==> src/rtl/uart_sched_pkg.sv <==
// Shared definitions for the UART register-port scheduler: register map,
// FSM states and the fixed power-up programming sequence.
package uart_sched_pkg;

  // 8250 register map (DLAB-dependent aliases share an address)
  localparam logic [2:0] ADDR_RBR = 3'd0;
  localparam logic [2:0] ADDR_THR = 3'd0;
  localparam logic [2:0] ADDR_DLL = 3'd0;
  localparam logic [2:0] ADDR_IER = 3'd1;
  localparam logic [2:0] ADDR_DLM = 3'd1;
  localparam logic [2:0] ADDR_IIR = 3'd2;
  localparam logic [2:0] ADDR_FCR = 3'd2;
  localparam logic [2:0] ADDR_LCR = 3'd3;
  localparam logic [2:0] ADDR_MCR = 3'd4;
  localparam logic [2:0] ADDR_LSR = 3'd5;
  localparam logic [2:0] ADDR_MSR = 3'd6;
  localparam logic [2:0] ADDR_SCR = 3'd7;

  localparam int         LCR_DLAB_BIT  = 7;
  localparam logic [7:0] LCR_DLAB_MASK = 8'h80;
  localparam logic [7:0] IIR_NO_INT    = 8'h01;
  localparam logic [7:0] MCR_RESET     = 8'h08;
  localparam int         INIT_STEPS    = 5;

  typedef enum logic [1:0] {INIT, IDLE, ISSUE, RESP} state_t;

  typedef struct packed {
    logic [2:0] addr;
    logic [7:0] data;
  } reg_write_t;

  // One entry of the power-up sequence: open DLAB, load divisor, close DLAB, set FIFOs.
  function automatic reg_write_t init_step(input logic [2:0]  idx,
                                           input logic [15:0] divisor,
                                           input logic [7:0]  lcr,
                                           input logic [7:0]  fcr);
    reg_write_t w;
    case (idx)
      3'd0:    begin w.addr = ADDR_LCR; w.data = lcr | LCR_DLAB_MASK; end
      3'd1:    begin w.addr = ADDR_DLL; w.data = divisor[7:0];        end
      3'd2:    begin w.addr = ADDR_DLM; w.data = divisor[15:8];       end
      3'd3:    begin w.addr = ADDR_LCR; w.data = lcr;                 end
      default: begin w.addr = ADDR_FCR; w.data = fcr;                 end
    endcase
    return w;
  endfunction

  // Registers the UART model cannot read back are answered locally instead.
  function automatic logic is_local_read(input logic [2:0] addr);
    return (addr == ADDR_IIR) || (addr == ADDR_LCR) || (addr == ADDR_MCR);
  endfunction

endpackage

==> src/rtl/rr_arbiter.sv <==
// Round-robin arbiter: one-hot grant among requesters, searching from the
// index after the last accepted grant. Requester 0 has priority after reset.
module rr_arbiter #(
  parameter int NREQ = 2,
  parameter int IW   = (NREQ > 1) ? $clog2(NREQ) : 1
) (
  input  logic            clk,
  input  logic            rstn,
  input  logic [NREQ-1:0] req,
  input  logic            advance,
  output logic [NREQ-1:0] grant,
  output logic [IW-1:0]   grant_idx
);

  logic [IW-1:0] ptr;
  logic          found;
  int            pos;

  // Pick the first active request at or after the priority pointer, wrapping.
  always_comb begin
    grant     = '0;
    grant_idx = '0;
    found     = 1'b0;
    pos       = 0;
    for (int i = 0; i < NREQ; i++) begin
      pos = int'(ptr) + i;
      if (pos >= NREQ) pos = pos - NREQ;
      if (!found && req[pos[IW-1:0]]) begin
        found                 = 1'b1;
        grant[pos[IW-1:0]]    = 1'b1;
        grant_idx             = pos[IW-1:0];
      end
    end
  end

  // Move priority past the winner only when its grant was actually taken.
  always_ff @(posedge clk or negedge rstn) begin
    if (!rstn) begin
      ptr <= '0;
    end else if (advance) begin
      ptr <= (grant_idx == IW'(NREQ - 1)) ? '0 : grant_idx + 1'b1;
    end
  end

endmodule

==> src/rtl/uart_reg_sched.sv <==
// Front-end for an 8250-style UART register port: programs the UART after
// reset, then shares the port between NREQ requesters round-robin, answering
// IIR/LCR/MCR reads from local shadows.
// Optional feature macro: UART_SCHED_DLAB_GUARD_EN (clears LCR.DLAB on
// requester LCR writes so only the init sequence can open the divisor latch).
module uart_reg_sched
  import uart_sched_pkg::*;
#(
  parameter int          NREQ     = 2,
  parameter logic [15:0] DIVISOR  = 16'h000C,
  parameter logic [7:0]  LCR_INIT = 8'h03,
  parameter logic [7:0]  FCR_INIT = 8'h07
) (
  input  logic                 clk,
  input  logic                 rstn,
  input  logic [NREQ-1:0]      req_valid,
  output logic [NREQ-1:0]      req_ready,
  input  logic [NREQ-1:0]      req_we,
  input  logic [NREQ-1:0][2:0] req_addr,
  input  logic [NREQ-1:0][7:0] req_wdata,
  output logic [NREQ-1:0]      rsp_valid,
  output logic [7:0]           rsp_rdata,
  output logic                 init_done,
  output logic                 u_wvalid,
  output logic [2:0]           u_waddr,
  output logic [7:0]           u_wdata,
  output logic                 u_rvalid,
  output logic [2:0]           u_raddr,
  input  logic [7:0]           u_rdata
);

  localparam int IW = (NREQ > 1) ? $clog2(NREQ) : 1;

  state_t          state;
  logic [2:0]      init_idx;
  reg_write_t      init_cur;
  logic [NREQ-1:0] grant;
  logic [IW-1:0]   grant_idx;
  logic            accept;
  logic            sel_we;
  logic [2:0]      sel_addr;
  logic [7:0]      sel_wdata;
  logic [7:0]      eff_wdata;
  logic [7:0]      local_value;
  logic            cur_we;
  logic [IW-1:0]   cur_idx;
  logic            rsp_from_uart;
  logic [7:0]      local_rdata;
  logic [7:0]      shadow_lcr;
  logic [7:0]      shadow_mcr;

  rr_arbiter #(
    .NREQ(NREQ),
    .IW  (IW)
  ) u_arb (
    .clk      (clk),
    .rstn     (rstn),
    .req      (req_valid),
    .advance  (accept),
    .grant    (grant),
    .grant_idx(grant_idx)
  );

  assign req_ready = (state == IDLE) ? grant : '0;
  assign accept    = (state == IDLE) && (|grant);
  assign sel_we    = req_we[grant_idx];
  assign sel_addr  = req_addr[grant_idx];
  assign sel_wdata = req_wdata[grant_idx];
  assign rsp_rdata = (|rsp_valid) ? (rsp_from_uart ? u_rdata : local_rdata) : 8'h00;

  // Current power-up write, selected by the init step counter.
  always_comb begin
    init_cur = init_step(init_idx, DIVISOR, LCR_INIT, FCR_INIT);
  end

  // Write data as it will reach the UART and the shadows.
  always_comb begin
    eff_wdata = sel_wdata;
`ifdef UART_SCHED_DLAB_GUARD_EN
    if (sel_addr == ADDR_LCR) eff_wdata[LCR_DLAB_BIT] = 1'b0;
`else
`endif
  end

  // Value returned for reads the UART cannot serve.
  always_comb begin
    local_value = 8'h00;
    case (sel_addr)
      ADDR_IIR: local_value = IIR_NO_INT;
      ADDR_LCR: local_value = shadow_lcr;
      ADDR_MCR: local_value = shadow_mcr;
      default:  local_value = 8'h00;
    endcase
  end

  // Main sequencer: init writes, then one arbitrated access at a time.
  always_ff @(posedge clk or negedge rstn) begin
    if (!rstn) begin
      state         <= INIT;
      init_idx      <= '0;
      init_done     <= 1'b0;
      u_wvalid      <= 1'b0;
      u_waddr       <= '0;
      u_wdata       <= '0;
      u_rvalid      <= 1'b0;
      u_raddr       <= '0;
      rsp_valid     <= '0;
      rsp_from_uart <= 1'b0;
      local_rdata   <= '0;
      cur_we        <= 1'b0;
      cur_idx       <= '0;
      shadow_lcr    <= 8'h00;
      shadow_mcr    <= MCR_RESET;
    end else begin
      case (state)
        INIT: begin
          if (init_idx == 3'(INIT_STEPS)) begin
            u_wvalid  <= 1'b0;
            init_done <= 1'b1;
            state     <= IDLE;
          end else begin
            u_wvalid <= 1'b1;
            u_waddr  <= init_cur.addr;
            u_wdata  <= init_cur.data;
            if (init_cur.addr == ADDR_LCR) shadow_lcr <= init_cur.data;
            init_idx <= init_idx + 3'd1;
          end
        end
        IDLE: begin
          u_wvalid  <= 1'b0;
          u_rvalid  <= 1'b0;
          rsp_valid <= '0;
          if (accept) begin
            cur_we  <= sel_we;
            cur_idx <= grant_idx;
            state   <= ISSUE;
            if (sel_we) begin
              u_wvalid <= 1'b1;
              u_waddr  <= sel_addr;
              u_wdata  <= eff_wdata;
              if (sel_addr == ADDR_LCR) shadow_lcr <= eff_wdata;
              if (sel_addr == ADDR_MCR) shadow_mcr <= eff_wdata;
            end else if (is_local_read(sel_addr)) begin
              rsp_from_uart <= 1'b0;
              local_rdata   <= local_value;
            end else begin
              u_rvalid      <= 1'b1;
              u_raddr       <= sel_addr;
              rsp_from_uart <= 1'b1;
            end
          end
        end
        ISSUE: begin
          u_wvalid <= 1'b0;
          u_rvalid <= 1'b0;
          if (cur_we) begin
            state <= IDLE;
          end else begin
            rsp_valid <= NREQ'(1) << cur_idx;
            state     <= RESP;
          end
        end
        RESP: begin
          rsp_valid <= '0;
          state     <= IDLE;
        end
        default: state <= INIT;
      endcase
    end
  end

endmodule

==> config.mk <==
export PLATFORM = sky130hd
export DESIGN_NAME = uart_reg_sched
export DESIGN_NICKNAME = d
export VERILOG_FILES = /design/src/rtl/uart_sched_pkg.sv /design/src/rtl/rr_arbiter.sv /design/src/rtl/uart_reg_sched.sv
export SDC_FILE = /design/constraint.sdc
export NUM_CORES = 1
export LEC_CHECK = 0
export CORE_MARGIN = 2
export CORE_UTILIZATION = 54
export DETAILED_ROUTE_END_ITERATION = 8
export HOLD_SLACK_MARGIN = 0.15
export PLACE_DENSITY_LB_ADDON = 0.2
export SLEW_MARGIN = 0
export SYNTH_ARGS = -nofsm -noshare
export SYNTH_HDL_FRONTEND = slang
export SYNTH_SLANG_ARGS = --single-unit
export TNS_END_PERCENT = 30
==> constraint.sdc <==
create_clock -name clk -period 3.7 [get_ports clk]
set_input_delay 0.555 -clock clk [delete_from_list [all_inputs] [get_ports clk]]
set_output_delay 0.555 -clock clk [all_outputs]
set_load 0.02 [all_outputs]
==> flow_summary.json <==
{
  "dieWidth_um": 76.1,
  "dr.pass1.iters": 4,
  "grt_overflow": 0,
  "gp_congestion": 0.861,
  "antenna_found_initial": 0,
  "comb_power_share_pct": 50.2,
  "hold_path_class": "in2async",
  "boundaryPins": 65,
  "synth.area.top_cells": "dfrtp_1 (45%), mux2i_1 (7.5%), mux2_2 (6.4%)",
  "drt_iter0_markers": 208,
  "grt_pass1_wl_um": 10200,
  "rsz0062_at_grt": "false",
  "synthesis.nets": 304,
  "syn_avg_cell_area_um2": 10.9,
  "cts_tree": "built",
  "clk-insertion-delay-late_ns": 0.31,
  "avgRoutedWirePerCell_um": 15.7,
  "ant_nets": 0,
  "die_h_um": 76.1,
  "crit_fanout": 19,
  "nNetsFinal": 369,
  "clock_sinks": 52,
  "cts_max_path_buffers": 2,
  "timing.hold.ws_ns": 0.434,
  "ys.flop_type": "dfrtp_1",
  "pwr-share-clk_pct": 14.1,
  "cts_setup_buffers": 0,
  "worst_slack_ns": 0.521,
  "p_leak_nw": 1.64,
  "synth_enable_flop_cells": 0,
  "outcome": "finished, final reports clean",
  "internal_power_mw": 1.70,
  "ys_seq_elements": 52,
  "async_flop_share_pct": 100,
  "cp-end-kind": "output pin",
  "place_ws_ns": 0.850,
  "start_kind": "flop",
  "period_share_pct": 85.9,
  "synthCells": 257,
  "numCtsBuffers": 5,
  "max_freq_mhz": 315,
  "yosysMostFrequentCell": "dfrtp_1",
  "p_seq_share_pct": 35.7,
  "antenna_cells": 0,
  "layout_min_cycle_time_ns": 3.18,
  "critPathKind": "reg2out",
  "skew_ns": 0.00525,
  "num_rows": 26,
  "p_total_mw": 2.82,
  "htree_levels": 2,
  "yosys.area.top_type": "dfrtp_1",
  "setup_violations": 0,
  "numPortBuffers": 64,
  "place_inst": 385,
  "synth_cell_types": 47,
  "cts_resized": 0,
  "required_ns": 3.14,
  "synth_area_um2": 2810,
  "yosys_warnings": 0,
  "timing.final.max_slew_violations": 0,
  "die_area_um2": 5790,
  "vias": 2137,
  "drv_cap": 0,
  "p_per_area_nw_per_um2": 779,
  "switching_share_pct": 39.7,
  "grt_pass1_vias": 2072,
  "core_um2": 5070,
  "synth_top_cell_area_share_pct": 45.5,
  "hpwlAfterDp_um": 4660,
  "ys_seq_area_share_pct": 46.4,
  "hold_viol": 0,
  "ir_worst_vdd_mv": 0.484,
  "synth_commonest_cells": "dfrtp_1 (51), mux2i_1 (21), nand2_1 (20), nor2_1 (18), mux2_2 (16)",
  "relSlewSlack_pct": 26.5,
  "path_clk_slew_ns": 0.10,
  "setup_tns_ns": 0,
  "area_growth_pct": 29.0,
  "initial_utilization_pct": 55.3,
  "cts-root-buf": "clkbuf_8",
  "hold_buffers": 0,
  "drc": 0,
  "stdcell_count": 393,
  "arrival_ns": 2.62,
  "switching_power_mw": 1.12,
  "wl_um": 6160,
  "grt_use_total_pct": 22.1,
  "layout-drive-gt1-share_pct": 10.8,
  "tightest_slew_ns": 1.10,
  "grt_max_degree": 51,
  "viasPerCell": 5.44
}
## critical path, cell delays in order (launching register included)
cell	delay, ns
dfrtp_1	0.42
inv_1	0.13
ha_1	0.61
inv_2	0.26
nor2_1	0.26
clkdlybuf4s50_1	0.64
## power by group through the flow
stage | Clock [mW] | Combinational, mW | Sequential, mW
detailed placement | 0 | 1.40 | 1.02
global placement | 0 | 1.37 | 1.01
CTS | 0.408 | 1.42 | 1.01
finish | 0.398 | 1.41 | 1.01
global route | 0.431 | 1.55 | 1.04
floorplan | 0 | 0.899 | 1.07
## registers in the layout (all words and copies together) (netlist names)
register	flops
state	2
init_idx	3
init_done	1
u_raddr	3
rsp_from_uart	1
shadow_lcr	8
u_rvalid	1
u_arb.ptr	1
u_wvalid	1
cur_idx	1
local_rdata	8
u_waddr	3
cur_we	1
shadow_mcr	8
rsp_valid	2
u_wdata	8
## cell families after synthesis
group                    Yosys count  synth area share, %
AND/OR/NAND/NOR                   62                 10.5
AO/OA/AOI/OAI                     56                 14.7
flip-flops                        52                 46.4
multiplexers                      51                 19.5
buffers and inverters             24                 3.61
adder cells (fa/ha/maj)           11                 4.90
XOR/XNOR                           1                0.312
## stage by stage
| stage | area (µm²) | util (%) |
|---|---|---|
| after floorplan | 2810 | - |
| after global placement | 3500 | 69.0 |
| after detailed placement | 3500 | 69.0 |
| after CTS | 3620 | 71.3 |
| after global routing | 3620 | 71.3 |
| final | 3620 | 71.3 |
## final timing paths
check	end	from	slack, ns	cells after the start
worst max-delay path	req_ready[1]	state[1]	0.52	5
worst min register to register	init_done	init_done	0.48	1
min in group clk	init_done	init_done	0.48	1
worst min-delay path	cur_idx	rstn	0.43	1
worst max register to register	u_wdata[7]	state[1]	0.94	6
max in group asynchronous	state[1]	rstn	2.57	1
## layout by cell type, fill, tap and decap left out, drive strengths merged, types with 2 or more instances in the layout
cell and n:
clkdlybuf4s50 63, dfrtp 51, mux2 30, mux2i 21, nand2 20, nor2 19, inv 16, o21ai 16
a21oi 11, ha 11, a22o 9, clkbuf 5, nand3 5, nand2b 3, a32o 3, nor3 3
o211ai 3, buf 3, a21boi 2, and2 2, nor2b 2, or3b 2, or2 2, clkinv 2
## layout make-up
class,count,area [µm²]
timing repair buffer,66,651
fill,402,1460
clock inverter,3,47.5
multi-input combinational,181,1400
clock buffer,5,68.8
sequential,52,1300
tap,70,87.6
inverter,16,60.1
## per-layer routing
layer | track usage, % | vias to the layer above | wire length [µm]
li1 | - | 1050 | -
met5 | 0 | - | 0
met1 | 32.6 | 1006 | 2950
met2 | 33.8 | 72 | 2800
met3 | 4.38 | 9 | 325
met4 | 5.82 | 0 | 78
Note: power is estimated with default switching activity, not from simulation.
